`src/rtl/ahb_arb_pkg.sv`:
```
// ---------------------------------------------------------------------------
// ahb_arb_pkg
// Shared types and defaults for the two-master AHB-lite arbiter.
//   own_e         : which master (if any) owns the address phase
//   *_DEF         : default widths and burst limit used by the top level
//   burst_cnt_w() : width needed to count 0..max_burst inclusive
// ---------------------------------------------------------------------------
package ahb_arb_pkg;

   typedef enum logic [1:0] {
      OWN_NONE = 2'd0,
      OWN_M0   = 2'd1,
      OWN_M1   = 2'd2
   } own_e;

   localparam int ADDR_W_DEF    = 32;
   localparam int DATA_W_DEF    = 32;
   localparam int MAX_BURST_DEF = 8;

   function automatic int burst_cnt_w(input int max_burst);
      return $clog2(max_burst + 1);
   endfunction

endpackage

```
`src/rtl/ahb_arb_rr.sv`:
```
// ---------------------------------------------------------------------------
// ahb_arb_rr
// Combinational next-owner selection for the two-master arbiter.
// Ports:
//   req[1:0]   in  : level bus requests {m1, m0}
//   owner      in  : current address-phase owner
//   rr_last    in  : master served most recently (loses a tie)
//   burst_full in  : current owner has used up its burst allowance
//   next_owner out : owner to take effect at the next arbitration edge
// ---------------------------------------------------------------------------
module ahb_arb_rr
   import ahb_arb_pkg::*;
(
   input  logic [1:0] req,
   input  own_e       owner,
   input  own_e       rr_last,
   input  logic       burst_full,
   output own_e       next_owner
);

   // An owner keeps the bus while it requests, unless its burst allowance is
   // spent and the other master is waiting. From idle, a tie goes to the
   // master that was not served last.
   always_comb begin
      next_owner = OWN_NONE;
      case (owner)
         OWN_M0: begin
            if (req[0] && !(burst_full && req[1])) begin
               next_owner = OWN_M0;
            end else if (req[1]) begin
               next_owner = OWN_M1;
            end
         end
         OWN_M1: begin
            if (req[1] && !(burst_full && req[0])) begin
               next_owner = OWN_M1;
            end else if (req[0]) begin
               next_owner = OWN_M0;
            end
         end
         default: begin
            if (req == 2'b11) begin
               next_owner = (rr_last == OWN_M0) ? OWN_M1 : OWN_M0;
            end else if (req[0]) begin
               next_owner = OWN_M0;
            end else if (req[1]) begin
               next_owner = OWN_M1;
            end
         end
      endcase
   end

endmodule

```
`src/rtl/ahb_master_arbiter.sv`:
```
// ---------------------------------------------------------------------------
// ahb_master_arbiter
// Shares one AHB-lite master port between M0 (LSU) and M1 (fetch/DMA) with
// round-robin ownership and a per-owner burst limit. Address phase is muxed
// by the address owner, write data by the data-phase owner, and error
// responses are routed to the data-phase owner only.
// Ports:
//   clk, rst                         : clock, synchronous active-high reset
//   m{0,1}_hbusreq/haddr/haddr_ctrl/hwrite/hwdata : master request side
//   m{0,1}_hgrant                    : master owns the address phase
//   m{0,1}_hresp                     : error response for the data-phase owner
//   hready_s2m, hdata_s2m            : broadcast ready / read data
//   hbusreq_m2h, hgrant_h2m          : fabric request / grant
//   haddr_m2h, haddr_ctrl_m2h, hwrite_m2h, hwdata_m2h : muxed fabric side
//   hready, hresp, hrdata            : fabric response
// ---------------------------------------------------------------------------
module ahb_master_arbiter
   import ahb_arb_pkg::*;
#(
   parameter int ADDR_W    = ADDR_W_DEF,
   parameter int DATA_W    = DATA_W_DEF,
   parameter int MAX_BURST = MAX_BURST_DEF
)(
   input  logic              clk,
   input  logic              rst,
   input  logic              m0_hbusreq,
   input  logic [ADDR_W-1:0] m0_haddr,
   input  logic              m0_haddr_ctrl,
   input  logic              m0_hwrite,
   input  logic [DATA_W-1:0] m0_hwdata,
   input  logic              m1_hbusreq,
   input  logic [ADDR_W-1:0] m1_haddr,
   input  logic              m1_haddr_ctrl,
   input  logic              m1_hwrite,
   input  logic [DATA_W-1:0] m1_hwdata,
   output logic              m0_hgrant,
   output logic              m1_hgrant,
   output logic              m0_hresp,
   output logic              m1_hresp,
   output logic              hready_s2m,
   output logic [DATA_W-1:0] hdata_s2m,
   output logic              hbusreq_m2h,
   input  logic              hgrant_h2m,
   output logic [ADDR_W-1:0] haddr_m2h,
   output logic              haddr_ctrl_m2h,
   output logic              hwrite_m2h,
   output logic [DATA_W-1:0] hwdata_m2h,
   input  logic              hready,
   input  logic              hresp,
   input  logic [DATA_W-1:0] hrdata
);

   localparam int                CNT_W      = burst_cnt_w(MAX_BURST);
   localparam logic [CNT_W-1:0]  MAX_CNT    = CNT_W'(MAX_BURST);
   localparam logic [CNT_W-1:0]  MAX_CNT_M1 = CNT_W'(MAX_BURST - 1);
   localparam logic [CNT_W-1:0]  CNT_ONE    = CNT_W'(1);

   own_e             owner;
   own_e             next_owner;
   own_e             rr_last;
   own_e             dp_owner;
   logic             dp_vld;
   logic [CNT_W-1:0] burst_cnt;
   logic             accept;
   logic             burst_full;

   assign accept = haddr_ctrl_m2h & hready & hgrant_h2m;

   // The allowance counts the accept happening on this edge, so the owner is
   // released right after its MAX_BURST-th accepted address phase and the
   // next master's address overlaps that last data phase.
   assign burst_full = (burst_cnt == MAX_CNT) | (accept & (burst_cnt == MAX_CNT_M1));

   ahb_arb_rr u_rr (
      .req        ({m1_hbusreq, m0_hbusreq}),
      .owner      (owner),
      .rr_last    (rr_last),
      .burst_full (burst_full),
      .next_owner (next_owner)
   );

   // Ownership, burst counter and data-phase tracking. The data phase ends on
   // any cycle with hready high; ownership only moves when the fabric is
   // ready and grants us. rr_last only remembers real masters so an idle gap
   // does not forget who was served last.
   always_ff @(posedge clk) begin
      if (rst) begin
         owner     <= OWN_NONE;
         rr_last   <= OWN_M1;
         dp_owner  <= OWN_NONE;
         dp_vld    <= 1'b0;
         burst_cnt <= '0;
      end else begin
         if (accept) begin
            dp_vld   <= 1'b1;
            dp_owner <= owner;
         end else if (hready) begin
            dp_vld <= 1'b0;
         end
         if (hready && hgrant_h2m) begin
            if (next_owner != owner) begin
               owner     <= next_owner;
               burst_cnt <= '0;
               if (owner != OWN_NONE) begin
                  rr_last <= owner;
               end
            end else if (accept && (burst_cnt != MAX_CNT)) begin
               burst_cnt <= burst_cnt + CNT_ONE;
            end
         end
      end
   end

   // Address phase follows the owner; with no owner the bus is driven idle.
   always_comb begin
      haddr_m2h      = '0;
      haddr_ctrl_m2h = 1'b0;
      hwrite_m2h     = 1'b0;
      case (owner)
         OWN_M0: begin
            haddr_m2h      = m0_haddr;
            haddr_ctrl_m2h = m0_haddr_ctrl;
            hwrite_m2h     = m0_hwrite;
         end
         OWN_M1: begin
            haddr_m2h      = m1_haddr;
            haddr_ctrl_m2h = m1_haddr_ctrl;
            hwrite_m2h     = m1_hwrite;
         end
         default: ;
      endcase
   end

   // Write data follows the data-phase owner, which can differ from the
   // address owner right after a handover.
   always_comb begin
      hwdata_m2h = '0;
      if (dp_vld) begin
         case (dp_owner)
            OWN_M0:  hwdata_m2h = m0_hwdata;
            OWN_M1:  hwdata_m2h = m1_hwdata;
            default: hwdata_m2h = '0;
         endcase
      end
   end

   assign m0_hgrant   = (owner == OWN_M0);
   assign m1_hgrant   = (owner == OWN_M1);
   assign m0_hresp    = hresp & dp_vld & (dp_owner == OWN_M0);
   assign m1_hresp    = hresp & dp_vld & (dp_owner == OWN_M1);
   assign hready_s2m  = hready;
   assign hdata_s2m   = hrdata;
   assign hbusreq_m2h = m0_hbusreq | m1_hbusreq;

endmodule
```
`config.mk`:
```
export PLATFORM = sky130hd
export DESIGN_NAME = ahb_master_arbiter
export DESIGN_NICKNAME = d
export VERILOG_FILES = /design/src/rtl/ahb_arb_pkg.sv /design/src/rtl/ahb_arb_rr.sv /design/src/rtl/ahb_master_arbiter.sv
export SDC_FILE = /design/constraint.sdc
export NUM_CORES = 1
export LEC_CHECK = 0
export BUFFER_PORTS_ARGS = -buffer_cell sky130_fd_sc_hd__buf_2
export CORE_AREA = 3 3 104 106
export DETAILED_ROUTE_END_ITERATION = 10
export DIE_AREA = 0 0 107 109
export HOLD_SLACK_MARGIN = 0.02
export PLACE_DENSITY = 0.64
export RECOVER_POWER = 100
export SYNTH_ARGS = -nofsm -noshare
export SYNTH_HDL_FRONTEND = slang
export SYNTH_HIERARCHICAL = 1
export SYNTH_SLANG_ARGS = --single-unit
```
`constraint.sdc`:
```
create_clock -name clk -period 5.1 [get_ports clk]
set_input_delay 0 -clock clk [delete_from_list [all_inputs] [get_ports clk]]
set_output_delay 0 -clock clk [all_outputs]
set_load 0.1 [all_outputs]
```
==> results by group <==
Logic synthesis
  – Number of library cell types mapped by synthesis: 37
  – Mapped Avg Cell Area: between 6 and 7 um^2
  – Top FF cell, synth: dfxtp_1
  – Synth area leader: a22oi_1
  – Post-Synth Simple-Gate Area: 0.2652
  – Sequential cell area fraction in the yosys report: 0.1138
  – XOR/XNOR Fraction of Synth Area: 0.02135
  – Ys Warns: 6
  – Post-synthesis instance total: 280
  – Ys async rst share: 0
  – Synthesized cell area: 0.001934 mm^2
  – FF+latch count, synth: 11
  – Adder-Cell Fraction of Synth Area: 0.05821
  – Largest family of logic cells by synthesized area: compound AO/OA/AOI/OAI gates
  – Multiplexer area fraction after synthesis: 0.01035
  – Synth top area share: 0.2523
  – Synthesized Nets: 460
  – Largest cells by area after synthesis: a22oi_1 25%, buf_4 13%, dfxtp_1 11%, nor2b_1 11%, nor2_1 7.4%
  – Compound-gate portion of the synthesized area: 0.3338
  – Post-synth EDFFs: 0

Clock tree
  – H-tree level count: 1
  – Worst-skew pair later-pin latency: ~0.25 ns
  – Post CTS Setup Buffer Count: 0
  – TritonCTS clock tree: done
  – Num CTS Buffers: 3
  – Clock transition at path regs: 0.05 ns
  – CTS max path bufs: 2
  – CTS root buf: clkbuf_8
  – Total clock sinks: 11

STA
  – Worst Tran Pin Value: approximately 1.3 ns
  – Tcrit/Tclk final: 0.8257
  – Final setup vio count: 0
  – Period minus WS final: 4.211 ns
  – RSZ-0062 raised after global routing: false
  – Clock Skews: between 0.006 and 0.007 ns
  – Total negative slack: 0 ns
  – Max Slew Vio Count: 0
  – Hold Vio Cnt, Final: 0
  – Slew headroom: 0.1445
  – Maximum clock rate: 237.5 MHz

Final layout
  – Antenna diodes: 0
  – Most frequent cells in the layout: 138 x buf_2, 73 x clkbuf_1, 65 x a22oi_1
  – NumNets Final: about 650
  – Area Growth Syn to Fin: 60.03%
  – Finished layout cell area: 0.003095 mm^2
  – Commonest non-fill, non-tap cell in the layout: buf_2
  – Cell Count, Final, Fillers Out: approximately 610
  – Fillers: between 1k and 1.5k
  – Ratio of cells with drive above 1 in the final layout: 0.3157

Setup path
  – R2R setup slack: approximately 0.89 ns
  – Max Fanout on Critical Path: 35
  – Startpoint Class: flop
  – Endpoint class of the critical path: flop
  – CP Class: flop to flop
  – FF-to-FF path depth: 13
  – CP Data Required Time: between 5 and 6 ns
  – Worst r2r src: owner[0]
  – Critical path arrival: approximately 4.3 ns
  – R2R Path End: rr_last[0]

Floorplanning
  – Die width: 107 um
  – Vert. Die Dim: roughly 110 um
  – # rows: 36
  – Die area: 0.01166 mm^2
  – Initial Utilization: 0.1961
  – Core ar.: 0.009864 mm^2
  – Top-level I/O count: approximately 280

Pwr
  – Comb pwr share: 0.590
  – Sw Ratio: 0.4996
  – Seq pwr share: 0.205
  – Internal power: 0.2167 mW
  – Pwr dens: 139.9 mW/mm^2
  – Net Switching: 0.2163 mW
  – Static leakage: 1.160 nW
  – Clk network pwr share: 0.205
  – Worst vdd ir: 0.00006490 V

GRT
  – Vias in the first global route: approximately 2.7k
  – Initial antenna violation count: 0
  – GRT Total Usage: 0.1387
  – First-pass GRT wire length: 12870 um
  – Grt total ovfl: 0
  – Largest net degree at the start of global routing: 36

Drt
  – DRT antenna net count: 0
  – WL final: 8927 um
  – Iter 0 DRT Violations: 180
  – Drt first pass iters: 4
  – DRC viols: 0
  – Wire per inst: 14.76 um
  – Vias: between 2k and 3k
  – Vias per cell: 4.593

Place
  – # port buffers: 210
  – HPWL after DPL: 6850 um
  – Dpl cell area: roughly 0.0028 mm^2
  – Inst Count DP: 569
  – Placer Congestion: a little over 0.8

Flow run
  – Max-cap violation count: 0

Worst hold path
  – Min-Delay Path Depth: 3
  – Worst Hold End: owner[1]
  – Hold Crit Class: primary input to flop
  – Worst hold start: hgrant_h2m

Outcome
  – Status: finished, final reports clean
-- registers in the layout, summed over array words and instances (netlist names) --
signal,count
burst_cnt,4
dp_owner,2
dp_vld,1
owner,2
rr_last,2
-- cell type report --
type | instances | area [um^2] | area share
timing repair buffer | 244 | 1296 | 0.4188
sequential | 11 | 220.2 | 0.07114
clock buffer | 4 | 45.04 | 0.01455
multi-input combinational | 201 | 1323 | 0.4272
tap | 133 | 166.4 | 0.05376
inverter | 12 | 45.04 | 0.01455
-- cell families (layout without fill, tap and decap cells) --
family                     after synthesis  after routing
and+or+nand+nor                        100            100
muxes                                    2              2
xor gates and xnor gates                 3              3
adders and majority gates                9              9
DFF                                     11             11
AOI/OAI and AO/OA                       87             87
buffers and inverters                   68            260
-- worst max-delay path, cell delays in order, from the launching register on --
cell and delay, ns:
dfxtp_1 0.52, inv_1 0.11, ha_1 0.82, nand3_1 0.32
nor2_1 0.32, nand2_1 0.09, o21ai_0 0.38, mux2i_1 0.15
a2111oi_0 0.38, or2_1 0.22, xnor2_2 0.09, a211oi_1 0.39
mux2i_1 0.24, nor2_1 0.05
-- how the worst max path moves through the flow --
stage / slack, ns / cells after the start / end / start
after detailed placement: 1.20 / 13 / burst_cnt[1] / owner[0]
after global placement: 1.34 / 13 / burst_cnt[1] / owner[0]
after global routing: 0.36 / 13 / burst_cnt[1] / owner[0]
after floorplan: 1.45 / 13 / burst_cnt[1] / owner[1]
final: 0.89 / 13 / rr_last[0] / owner[0]
after CTS: 1.12 / 13 / burst_cnt[1] / owner[0]
-- power groups by stage --
stage / combinational (mW) / sequential (mW) / clock [mW]
2_1_floorplan: 0.189 / 0.0900 / 0
3_3_place_gp: 0.135 / 0.0904 / 0
3_5_place_dp: 0.137 / 0.0905 / 0
4_1_cts: 0.257 / 0.0888 / 0.0916
5_1_grt: 0.268 / 0.0889 / 0.0946
6_report: 0.255 / 0.0888 / 0.0888
-- repair_timing --
| item | 4_1_cts | 5_1_grt |
|---|---|---|
| gates resized for setup | 0 | 0 |
| hold buffers | 32 | 0 |
| endpoints found under the hold margin | 32 | 0 |
-- synth_stat cells (3+ instances only) --
cell / instances
nand2_1: 8
clkbuf_1: 16
a22oi_1: 65
nor2b_1: 34
buf_4: 33
dfxtp_1: 11
nand3_1: 5
buf_1: 5
ha_1: 9
a21oi_1: 10
nor3_1: 3
inv_1: 12
nor2_1: 38
-- per-stage QoR --
step           power [mW]  hold WS, ns  worst slack [ns]    util
6_report           0.4330      0.06729            0.8890  0.3138
3_3_place_gp       0.2255    0.0006813             1.342  0.2869
2_1_floorplan      0.2790       0.1069             1.451       -
5_1_grt            0.4513      0.09508            0.3628  0.3138
4_1_cts            0.4378      0.06847             1.122  0.3239
3_5_place_dp       0.2280    0.0006813             1.197  0.2869
-- routing by layer --
| metal | vias to the layer above | routed length [um] | global-route usage |
|---|---|---|---|
| met5 | - | 0 | 0 |
| met4 | 0 | 157 | 0.05205 |
| met3 | 11 | 771 | 0.02309 |
| met2 | 190 | 4909 | 0.2797 |
| met1 | 1235 | 3089 | 0.1415 |
| li1 | 1343 | - | - |
(Power assumes the default switching activity.)
